## config.mk

```make
export PLATFORM = sky130hd
export DESIGN_NAME = centroid_accumulator_flat
export DESIGN_NICKNAME = d
export VERILOG_FILES = /design/src/rtl/kmeans_acc_pkg.sv /design/src/rtl/centroid_accumulator_if.sv /design/src/rtl/centroid_accum_entry.sv /design/src/rtl/centroid_accumulator.sv /design/src/flat_wrapper.sv
export SDC_FILE = /design/constraint.sdc
export NUM_CORES = 2
export LEC_CHECK = 0
export ABC_CLOCK_PERIOD_IN_PS = 19000
export CAP_MARGIN = 20
export CORE_ASPECT_RATIO = 0.9
export CORE_UTILIZATION = 60
export CTS_CLUSTER_DIAMETER = 100
export DETAILED_ROUTE_END_ITERATION = 10
export GPL_ROUTABILITY_DRIVEN = 0
export PLACE_DENSITY = 0.78
export SYNTH_ARGS = -nofsm -noshare
export SYNTH_HDL_FRONTEND = slang
export SYNTH_SLANG_ARGS = --single-unit
```

## constraint.sdc

```tcl
create_clock -name clk -period 19 [get_ports clk]
set_input_delay 2.85 -clock clk [delete_from_list [all_inputs] [get_ports clk]]
set_output_delay 2.85 -clock clk [all_outputs]
set_load 0.01 [all_outputs]
```

## src/rtl/kmeans_acc_pkg.sv

```systemverilog
// Shared constants and types for the k-means centroid accumulator.
// Holds the default widths, the coordinate count per point, the
// accumulator FSM state type and the signed coordinate-sum type.
package kmeans_acc_pkg;

  localparam int unsigned NUM_CORDS        = 7;
  localparam int unsigned CENTROID_NUM     = 8;
  localparam int unsigned CORDINATE_WIDTH  = 13;
  localparam int unsigned ACCUM_CORD_WIDTH = 22;
  localparam int unsigned COUNT_WIDTH      = 10;
  localparam int unsigned DATA_WIDTH       = NUM_CORDS * CORDINATE_WIDTH;
  localparam int unsigned ACCUM_WIDTH      = NUM_CORDS * ACCUM_CORD_WIDTH;

  typedef enum logic [1:0] {
    S_ACCUM,
    S_DRAIN,
    S_CLEAR
  } acc_state_t;

  typedef logic signed [ACCUM_CORD_WIDTH-1:0] acc_cord_t;

endpackage

```

## src/rtl/centroid_accumulator_if.sv

```systemverilog
// Point-input and centroid-output streams of the centroid accumulator.
//   point_*      : upstream classified points (valid/ready)
//   out_*, accumulator, counter : per-centroid drain stream (valid/ready)
// slave  : the accumulator side
// master : the environment side (point source and drain sink)
interface centroid_accumulator_if
  import kmeans_acc_pkg::*;
#(
  parameter int unsigned centroid_num = CENTROID_NUM,
  parameter int unsigned count_width  = COUNT_WIDTH,
  parameter int unsigned dataWidth    = DATA_WIDTH,
  parameter int unsigned accum_width  = ACCUM_WIDTH
);

  logic                            point_valid;
  logic                            point_ready;
  logic [dataWidth-1:0]            point_data;
  logic [$clog2(centroid_num)-1:0] point_cent_idx;

  logic                            out_valid;
  logic                            out_ready;
  logic [$clog2(centroid_num)-1:0] out_cent_idx;
  logic [accum_width-1:0]          accumulator;
  logic [count_width-1:0]          counter;

  modport slave (
    input  point_valid, point_data, point_cent_idx, out_ready,
    output point_ready, out_valid, out_cent_idx, accumulator, counter
  );

  modport master (
    output point_valid, point_data, point_cent_idx, out_ready,
    input  point_ready, out_valid, out_cent_idx, accumulator, counter
  );

endinterface

```

## src/rtl/centroid_accum_entry.sv

```systemverilog
// One bank row: seven signed coordinate sums and a point counter.
//   clk, rst  : clock, synchronous active-high reset
//   clr       : synchronous row clear
//   en        : add point_data into this row this cycle
//   sums      : packed sums, coordinate 1 in the LSBs
//   count     : number of points accumulated
//   accum_ovf : this cycle's add overflowed some coordinate (signed)
//   count_ovf : this cycle's point was dropped, counter saturated
module centroid_accum_entry
  import kmeans_acc_pkg::*;
#(
  parameter int unsigned cordinate_width  = CORDINATE_WIDTH,
  parameter int unsigned accum_cord_width = ACCUM_CORD_WIDTH,
  parameter int unsigned count_width      = COUNT_WIDTH,
  parameter int unsigned dataWidth        = DATA_WIDTH,
  parameter int unsigned accum_width      = ACCUM_WIDTH
) (
  input  logic                   clk,
  input  logic                   rst,
  input  logic                   clr,
  input  logic                   en,
  input  logic [dataWidth-1:0]   point_data,
  output logic [accum_width-1:0] sums,
  output logic [count_width-1:0] count,
  output logic                   accum_ovf,
  output logic                   count_ovf
);

  localparam int unsigned Msb = accum_cord_width - 1;
  localparam int unsigned ExtBits = accum_cord_width - cordinate_width;

  logic signed [accum_cord_width-1:0] sum_q [NUM_CORDS];
  logic signed [accum_cord_width-1:0] sum_d [NUM_CORDS];
  logic signed [accum_cord_width-1:0] ext   [NUM_CORDS];
  logic [count_width-1:0]             count_q;
  logic                               sat;
  logic                               add;
  logic                               ovf_any;

  assign sat = &count_q;
  // A saturated row drops the whole point, sums included.
  assign add = en && !sat;

  always_comb begin
    ovf_any = 1'b0;
    for (int k = 0; k < NUM_CORDS; k++) begin
      ext[k] = {{ExtBits{point_data[k*cordinate_width + cordinate_width - 1]}},
                point_data[k*cordinate_width +: cordinate_width]};
      sum_d[k] = sum_q[k] + ext[k];
      if ((sum_q[k][Msb] == ext[k][Msb]) && (sum_d[k][Msb] != sum_q[k][Msb])) begin
        ovf_any = 1'b1;
      end
    end
  end

  always_ff @(posedge clk) begin
    if (rst || clr) begin
      for (int k = 0; k < NUM_CORDS; k++) sum_q[k] <= '0;
      count_q <= '0;
    end else if (add) begin
      for (int k = 0; k < NUM_CORDS; k++) sum_q[k] <= sum_d[k];
      count_q <= count_q + count_width'(1);
    end
  end

  always_comb begin
    sums = '0;
    for (int k = 0; k < NUM_CORDS; k++) sums[k*accum_cord_width +: accum_cord_width] = sum_q[k];
  end

  assign count     = count_q;
  assign accum_ovf = add && ovf_any;
  assign count_ovf = en && sat;

endmodule

```

## src/rtl/centroid_accumulator.sv

```systemverilog
// Per-centroid sum/count bank for the k-means centroid update.
// Accumulates classified points, then drains one centroid per handshake
// in the packed format of the downstream divider, then clears the bank.
//   clk, rst        : clock, synchronous active-high reset
//   clear           : synchronous bank/flag clear, FSM back to S_ACCUM
//   start_drain     : pulse, begins readout (honoured in S_ACCUM only)
//   bus             : point input and centroid output streams
//   drain_done      : pulse in the cycle after the last centroid is taken
//   accum_overflow  : sticky, some coordinate sum overflowed
//   count_overflow  : sticky, a point was dropped on a saturated counter
module centroid_accumulator
  import kmeans_acc_pkg::*;
#(
  parameter int unsigned centroid_num     = CENTROID_NUM,
  parameter int unsigned cordinate_width  = CORDINATE_WIDTH,
  parameter int unsigned accum_cord_width = ACCUM_CORD_WIDTH,
  parameter int unsigned count_width      = COUNT_WIDTH,
  parameter int unsigned dataWidth        = DATA_WIDTH,
  parameter int unsigned accum_width      = ACCUM_WIDTH
) (
  input  logic                   clk,
  input  logic                   rst,
  input  logic                   clear,
  input  logic                   start_drain,
  centroid_accumulator_if.slave  bus,
  output logic                   drain_done,
  output logic                   accum_overflow,
  output logic                   count_overflow
);

  localparam int unsigned IdxWidth = $clog2(centroid_num);

  acc_state_t            state_q, state_d;
  logic [IdxWidth-1:0]   ptr_q, ptr_d;
  logic                  accept;
  logic                  idx_ok;
  logic                  bank_clr;
  logic                  accum_ovf_q, count_ovf_q;
  logic [centroid_num-1:0] row_en;
  logic [centroid_num-1:0] row_accum_ovf;
  logic [centroid_num-1:0] row_count_ovf;
  logic [accum_width-1:0]  row_sums  [centroid_num];
  logic [count_width-1:0]  row_count [centroid_num];

  assign accept   = bus.point_valid && bus.point_ready;
  // Out-of-range indices are silently dropped.
  assign idx_ok   = 32'(bus.point_cent_idx) < centroid_num;
  assign bank_clr = clear || (state_q == S_CLEAR);

  for (genvar i = 0; i < centroid_num; i++) begin : g_row
    assign row_en[i] = accept && idx_ok && (bus.point_cent_idx == IdxWidth'(i));

    centroid_accum_entry #(
      .cordinate_width (cordinate_width),
      .accum_cord_width(accum_cord_width),
      .count_width     (count_width),
      .dataWidth       (dataWidth),
      .accum_width     (accum_width)
    ) u_entry (
      .clk       (clk),
      .rst       (rst),
      .clr       (bank_clr),
      .en        (row_en[i]),
      .point_data(bus.point_data),
      .sums      (row_sums[i]),
      .count     (row_count[i]),
      .accum_ovf (row_accum_ovf[i]),
      .count_ovf (row_count_ovf[i])
    );
  end

  always_comb begin
    state_d = state_q;
    ptr_d   = ptr_q;
    unique case (state_q)
      S_ACCUM: begin
        if (start_drain) begin
          state_d = S_DRAIN;
          ptr_d   = '0;
        end
      end
      S_DRAIN: begin
        if (bus.out_ready) begin
          if (ptr_q == IdxWidth'(centroid_num - 1)) state_d = S_CLEAR;
          else ptr_d = ptr_q + 1'b1;
        end
      end
      S_CLEAR: state_d = S_ACCUM;
      default: state_d = S_ACCUM;
    endcase
  end

  always_ff @(posedge clk) begin
    if (rst || clear) begin
      state_q <= S_ACCUM;
      ptr_q   <= '0;
    end else begin
      state_q <= state_d;
      ptr_q   <= ptr_d;
    end
  end

  always_ff @(posedge clk) begin
    if (rst || clear) begin
      accum_ovf_q <= 1'b0;
      count_ovf_q <= 1'b0;
    end else begin
      if (|row_accum_ovf) accum_ovf_q <= 1'b1;
      if (|row_count_ovf) count_ovf_q <= 1'b1;
    end
  end

  assign bus.point_ready  = (state_q == S_ACCUM);
  assign bus.out_valid    = (state_q == S_DRAIN);
  assign bus.out_cent_idx = ptr_q;
  assign bus.accumulator  = row_sums[ptr_q];
  assign bus.counter      = row_count[ptr_q];
  assign drain_done       = (state_q == S_CLEAR);
  assign accum_overflow   = accum_ovf_q;
  assign count_overflow   = count_ovf_q;

endmodule

```

## src/flat_wrapper.sv

```systemverilog
// flat-port wrapper written by rule: the top's interface ports become plain ports
module centroid_accumulator_flat import kmeans_acc_pkg::*;
#(
  parameter int unsigned centroid_num     = CENTROID_NUM,
  parameter int unsigned cordinate_width  = CORDINATE_WIDTH,
  parameter int unsigned accum_cord_width = ACCUM_CORD_WIDTH,
  parameter int unsigned count_width      = COUNT_WIDTH,
  parameter int unsigned dataWidth        = DATA_WIDTH,
  parameter int unsigned accum_width      = ACCUM_WIDTH
)
  (clk, rst, clear, start_drain, drain_done, accum_overflow, count_overflow, bus_point_valid, bus_point_data, bus_point_cent_idx, bus_out_ready, bus_point_ready, bus_out_valid, bus_out_cent_idx, bus_accumulator, bus_counter);
  centroid_accumulator_if #(.centroid_num(centroid_num), .count_width(count_width), .dataWidth(dataWidth), .accum_width(accum_width)) bus_i ();
  input  logic clk;
  input  logic rst;
  input  logic clear;
  input  logic start_drain;
  output logic drain_done;
  output logic accum_overflow;
  output logic count_overflow;
  input wire logic [$bits(bus_i.point_valid)-1:0] bus_point_valid;
  input wire logic [$bits(bus_i.point_data)-1:0] bus_point_data;
  input wire logic [$bits(bus_i.point_cent_idx)-1:0] bus_point_cent_idx;
  input wire logic [$bits(bus_i.out_ready)-1:0] bus_out_ready;
  output wire logic [$bits(bus_i.point_ready)-1:0] bus_point_ready;
  output wire logic [$bits(bus_i.out_valid)-1:0] bus_out_valid;
  output wire logic [$bits(bus_i.out_cent_idx)-1:0] bus_out_cent_idx;
  output wire logic [$bits(bus_i.accumulator)-1:0] bus_accumulator;
  output wire logic [$bits(bus_i.counter)-1:0] bus_counter;
  assign bus_i.point_valid = bus_point_valid;
  assign bus_i.point_data = bus_point_data;
  assign bus_i.point_cent_idx = bus_point_cent_idx;
  assign bus_i.out_ready = bus_out_ready;
  assign bus_point_ready = bus_i.point_ready;
  assign bus_out_valid = bus_i.out_valid;
  assign bus_out_cent_idx = bus_i.out_cent_idx;
  assign bus_accumulator = bus_i.accumulator;
  assign bus_counter = bus_i.counter;
  centroid_accumulator #(.centroid_num(centroid_num), .cordinate_width(cordinate_width), .accum_cord_width(accum_cord_width), .count_width(count_width), .dataWidth(dataWidth), .accum_width(accum_width)) u_core (.clk(clk), .rst(rst), .clear(clear), .start_drain(start_drain), .bus(bus_i), .drain_done(drain_done), .accum_overflow(accum_overflow), .count_overflow(count_overflow));
endmodule
```

After elaboration in Yosys (flattened, before gate mapping)
Memory sizes are Yosys's and may differ from the RTL's.
Cells that the tools add are included.
Word-level totals
  register bits: 87
  bits in writable memories: 1232
  input bits: 100
  output and inout port bits: 172
  logic and storage cells: 536
  memories kept: 8
Memory list
  u_core.g_row[0].u_entry.sum_q: words 7, width 22, read ports 7, clocked after memory_dff 0, write ports 7, RTL line centroid_accum_entry.sv:32  | logic signed [accum_cord_width-1:0] sum_q [NUM_CORDS];
  u_core.g_row[1].u_entry.sum_q: words 7, width 22, read ports 7, clocked after memory_dff 0, write ports 7, RTL line centroid_accum_entry.sv:32
  u_core.g_row[2].u_entry.sum_q: words 7, width 22, read ports 7, clocked after memory_dff 0, write ports 7, RTL line centroid_accum_entry.sv:32
  u_core.g_row[3].u_entry.sum_q: words 7, width 22, read ports 7, clocked after memory_dff 0, write ports 7, RTL line centroid_accum_entry.sv:32
  u_core.g_row[4].u_entry.sum_q: words 7, width 22, read ports 7, clocked after memory_dff 0, write ports 7, RTL line centroid_accum_entry.sv:32
  u_core.g_row[5].u_entry.sum_q: words 7, width 22, read ports 7, clocked after memory_dff 0, write ports 7, RTL line centroid_accum_entry.sv:32
  2 more memories
Cells by class
  $add $sub $neg: 65
  order comparisons: 1
  equal/unequal tests: 126
  muxes and demuxes: 152
  bitwise logic cells: 57
  reduce and logical (&&, ||, !) cells: 115
Operator list (count)
  $add A22 B13 Y22: 56
  $mux W22: 56
  $bmux W154 S3: 1
  $mux W154: 2
  $logic_and A1 B1 Y1: 89
  $mux W1: 82
  $add A10 B1 Y10 const B: 8
  $reduce_and A10 Y1: 8
  $eq A1 B1 Y1: 56
  $ne A1 B1 Y1: 56
  $or A1 B1 Y1: 56
  $bmux W10 S3: 1
  $mux W10: 2
  $reduce_or A8 Y1: 2
  $eq A3 B3 Y1 const B: 5
  $mux W3: 3
  $logic_not A1 Y1: 8
  $eq A3 B2 Y1 const B: 2
  $mux W2: 3
  $ne A2 B2 Y1 const B: 3
  $pmux W3 S2: 1
  $ge A4 B4 Y1 const B: 1
  $not A3 Y4: 1
  $pmux W2 S2: 1
  11 further kinds: 13

Logic depth before layout (Yosys ltp)
An unclocked memory read counts as a cell.
  word-level depth: 13
  gate-level depth with buffers: 17
  depth with buffers taken out: 17

Hierarchy
Synthesis repeated with hierarchy kept, for this count alone.
Second synthesis, totals
  cells, all modules: 11054
  area, all modules: 110030.5 um2
By module, submodules not included
  centroid_accum_entry (u_core.g_row[4].u_entry ...): times used 2, cells an instance 1327, area an instance 12587.1 um2, sequential area each 4824.6 um2
  centroid_accum_entry (u_core.g_row[1].u_entry ...): times used 2, cells an instance 1292, area an instance 12373.1 um2, sequential area each 4824.6 um2
  centroid_accum_entry (u_core.g_row[6].u_entry): times used 1, cells an instance 1318, area an instance 12642.1 um2, sequential area each 4824.6 um2
  centroid_accum_entry (u_core.g_row[3].u_entry): times used 1, cells an instance 1302, area an instance 12463.2 um2, sequential area each 4824.6 um2
  centroid_accum_entry (u_core.g_row[0].u_entry): times used 1, cells an instance 1287, area an instance 12426.9 um2, sequential area each 4824.6 um2
  centroid_accum_entry (u_core.g_row[7].u_entry): times used 1, cells an instance 1274, area an instance 12336.8 um2, sequential area each 4824.6 um2
  centroid_accumulator: times used 1, cells an instance 635, area an instance 10241.1 um2, sequential area each 140.1 um2

Least setup slack after synthesis
Ideal clock, no wire load.
  path kind: input port to flip-flop
  start: in bus_point_cent_idx[0]
  end: mem u_core.g_row[5].u_entry.sum_q[0][0] (netlist bit) (enable)
  setup time: 0.880 ns
  data arrival time: 13.927 ns
  required time: 18.120 ns
  path slack: 4.193 ns
  stages on the path: 3
  buffers on the path: 0
  cells stage by stage: nor2b_1 nand2_1 o21ai_0
RTL lines
  start: declaration: RTL line flat_wrapper.sv:22  | input wire logic [$bits(bus_i.point_cent_idx)-1:0] bus_point_cent_idx;
  end: declaration: RTL line centroid_accum_entry.sv:32

Worst setup path in the final report
  start: reg u_core.ptr_q[0], in the netlist u_core.bus.out_cent_idx[0]
  end: out bus_accumulator[29]
Between the ends
  word-level cells in the longest chain between the ends: 4
RTL lines
  start: declaration: RTL line centroid_accumulator.sv:34  | logic [IdxWidth-1:0] ptr_q, ptr_d;
  start signal: assignment: RTL line centroid_accumulator.sv:99  | ptr_q <= ptr_d;
  $not A3 Y4 (not written as such): RTL line centroid_accumulator.sv:116  | assign bus.accumulator = row_sums[ptr_q];
  $bmux W154 S3: RTL line centroid_accumulator.sv:116
  $mux W154 (not written as such) (2 in series): RTL line centroid_accumulator.sv:116
  end: declaration: RTL line flat_wrapper.sv:27  | output wire logic [$bits(bus_i.accumulator)-1:0] bus_accumulator;
Every way passes these cells. The select of a mux whose other input is x is not followed.

==> flow_summary.yaml <==
final_layout:
  nNetsFinal: 12250
  areaGrowthSynthToFinish_pct: 9.804
  mostFrequentLayoutCells: "nor2_1, edfxtp_1, ha_1, a21oi_1, o21ai_0"
  seq_area_um2: 38750
  final_common_cell: "nor2_1"
  fillers: 13270
  drive_above_1_share_pct: 8.460
  multiInputGateArea_um2: 65490
synth:
  synth_edf_count: 1232
  async_flop_share_pct: 0
  synth_top_cell_area_share_pct: 34.64
  syn_nets: 12010
  synth-seq-cells: 1319
  syn_area_per_cell_um2: 10.01
  syn_area_um2: 106800
  synth_top_area_cell: "edfxtp_1"
  ys_seq_area_share_pct: 36.27
  syn_inst: 10670
  yosys_warnings: 0
  yosysUniqueCellTypes: 92
  synthTopCellsByArea: "edfxtp_1, ha_1, mux4_2, nor2_1, a21oi_1"
  synth_ff_type: "edfxtp_1"
job:
  drv_cap: 0
global_route:
  grt_overflow_total: 0
  antenna_found_initial: 19
  grt_pass1_vias: 88540
  groute.usage.overall_pct: 34.55
  met2_usage_pct: 54.11
  use_met1_pct: 44.87
  grt_pass1_wl_mm: 489.3
  use_met3_pct: 7.376
  top_usage_layer: "met2"
  grt_max_degree: 134
clocking:
  cts_root_buffer: "clkbuf_16"
  holdBufCountCts: 0
  cts_resized: 0
  path_clk_slew_ns: 0.06
  post_cts_buffers: 0
  cts_buffer_depth: 3
  cts_buffers: 155
  tritoncts: "built"
  h-tree-depth: 4
  cts_sinks: 1319
  clk_latency_ns: 0.83
drt:
  drc: 0
  wl_per_cell_um: 23.62
  postRouteWirelength_mm: 317.4
  vias_per_cell: 6.705
  drt-pass1-iter-count: 6
  vias: 90110
  drt_iter0_drc: 9940
  ant_nets: 0
sta:
  fin_crit_ns: 9.138
  finalCritPeriodShare_pct: 48.09
  final_max_slew_viol_count: 0
  fmax_ghz: 0.1094
  hold_viol_final: 0
  worstMarginPinSlew_ns: 1.301
  setup_viol: 0
  finalClockSkew_ns: 0.04057
  finalWorstSetupSlack_ns: 9.862
  relSlewSlack_pct: 13.24
  fin_tns_setup_ns: 0
  rsz0062_at_grt: "false"
setup_path:
  critPathLaunchType: "register"
  cpMostUsedCell: "buf_4"
  critPathMaxStageDelay_ns: 0.83
  cp.required_ns: 16.15
  worstPathArrival_ns: 6.29
  cpMaxStageDelayCell: "buf_4"
  criticalPathCategory: "register to output pin"
  cp-end-kind: "output pin"
  worst-path-max-fanout: 106
  crit_chain: "buf_4, buf_12, buf_4, buf_4, mux4_2, mux2_2, clkdlybuf4s50_1"
  regToRegSetupSlack_ns: 13.87
pwr:
  p_per_area_nw_per_um2: 72.61
  power.leakage_nw: 49.02
  power_mw: 8.516
  ir_drop_v: 0.0001001
floorplan:
  start_util_pct: 60.53
  num_rows: 146
  core_um2: 176500
  die_w_um: 446.8
  dieArea_um2: 179700
  die_h_um: 402.3
  boundaryPins: 272
outcome:
  status: "completed"
placed_design:
  numPortBuffers: 271
  dp_hpwl_mm: 227.2
  place_ws_ns: 10.67
worst_hold_path:
  min_path_type: "register to register"
==> state kept, by name (all words and copies together), names as in the netlist <==
name / count
u_core.g_row.u_entry.sum_q: 1232
u_core.g_row.u_entry.count: 80
u_core.bus.out_cent_idx: 3
u_core.state_q: 2
u_core.accum_overflow: 1
u_core.count_overflow: 1
==> Yosys cell counts, drive strengths merged, types with 68 or more instances <==
master     n
nor2    1363
edfxtp  1232
ha      1186
a21oi    759
o21ai    636
nor3     493
nand2    478
inv      471
xor2     420
xnor2    409
mux4     328
a21o     302
clkbuf   211
and3     209
nor2b    201
nand3    187
nand2b   173
mux2     167
a211oi   137
o21a     128
and2      88
dfxtp     87
or3       75
o21bai    71
a31oi     70
a21boi    68
==> through the flow <==
step / util, % / hold slack [ns] / area (um2) / std cells
after floorplan: - / 0.4410 / 106800 / 10670
after global placement: 63.60 / 0.4673 / 112200 / 13110
after detailed placement: 63.60 / 0.4919 / 112200 / 13110
after CTS: 66.35 / 0.4996 / 117100 / 13390
after global routing: 66.42 / 0.5427 / 117200 / 13410
final: 66.47 / 0.5002 / 117300 / 13440
==> layout make-up <==
| class | instances | area share (%) |
|---|---|---|
| Clock inverter | 91 | 0.6763 |
| Clock buffer | 186 | 3.459 |
| Timing Repair Buffer | 344 | 2.865 |
| Tap cell | 2368 | 2.526 |
| Sequential cell | 1319 | 33.04 |
| Multi-Input combinational cell | 8617 | 55.84 |
| Inverter | 471 | 1.507 |
| Antenna cell | 43 | 0.09174 |
==> report_power, final <==
group | internal, mW | switching (mW)
logic | 0.857 | 1.19
registers | 3.35 | 0.129
clock network | 1.66 | 1.32
==> worst max-delay path: cells and delay by family, from the launching register on <==
kind | cells | cell delay (ns)
mux | 2 | 0.98
flops | 1 | 0.68
buf+inv | 5 | 3.53
==> cell families (layout without fill, tap and decap cells) <==
| group | count (synthesis) | in the layout | share of synthesized area, % |
|---|---|---|---|
| other cells | 0 | 43 | 0 |
| simple gates | 3522 | 3522 | 15.70 |
| compound gates | 2499 | 2499 | 14.76 |
| mux | 525 | 525 | 8.957 |
| buf+inv | 735 | 1092 | 2.583 |
| xor+xnor | 829 | 829 | 6.797 |
| flops | 1319 | 1319 | 36.27 |
| fa+ha+maj | 1242 | 1242 | 14.94 |
==> worst paths after layout <==
path,depth (start not counted),to,startpoint
setup / recovery,7,bus_accumulator[29],u_core.bus.out_cent_idx[0]
setup reg to reg,14,u_core.accum_overflow,u_core.g_row[6].u_entry.sum_q[1][18]
hold / removal,2,u_core.g_row[3].u_entry.count[1],u_core.g_row[3].u_entry.count[1]
hold reg to reg,2,u_core.g_row[3].u_entry.count[1],u_core.g_row[3].u_entry.count[1]
==> routing by layer <==
metal	vias to the layer above	share of wire (%)
met5	-	0.015
met4	8	5.5
met3	969	10
met2	5002	45
met1	43620	39
li1	40510	-
Note: power is estimated with default switching activity, not from simulation.
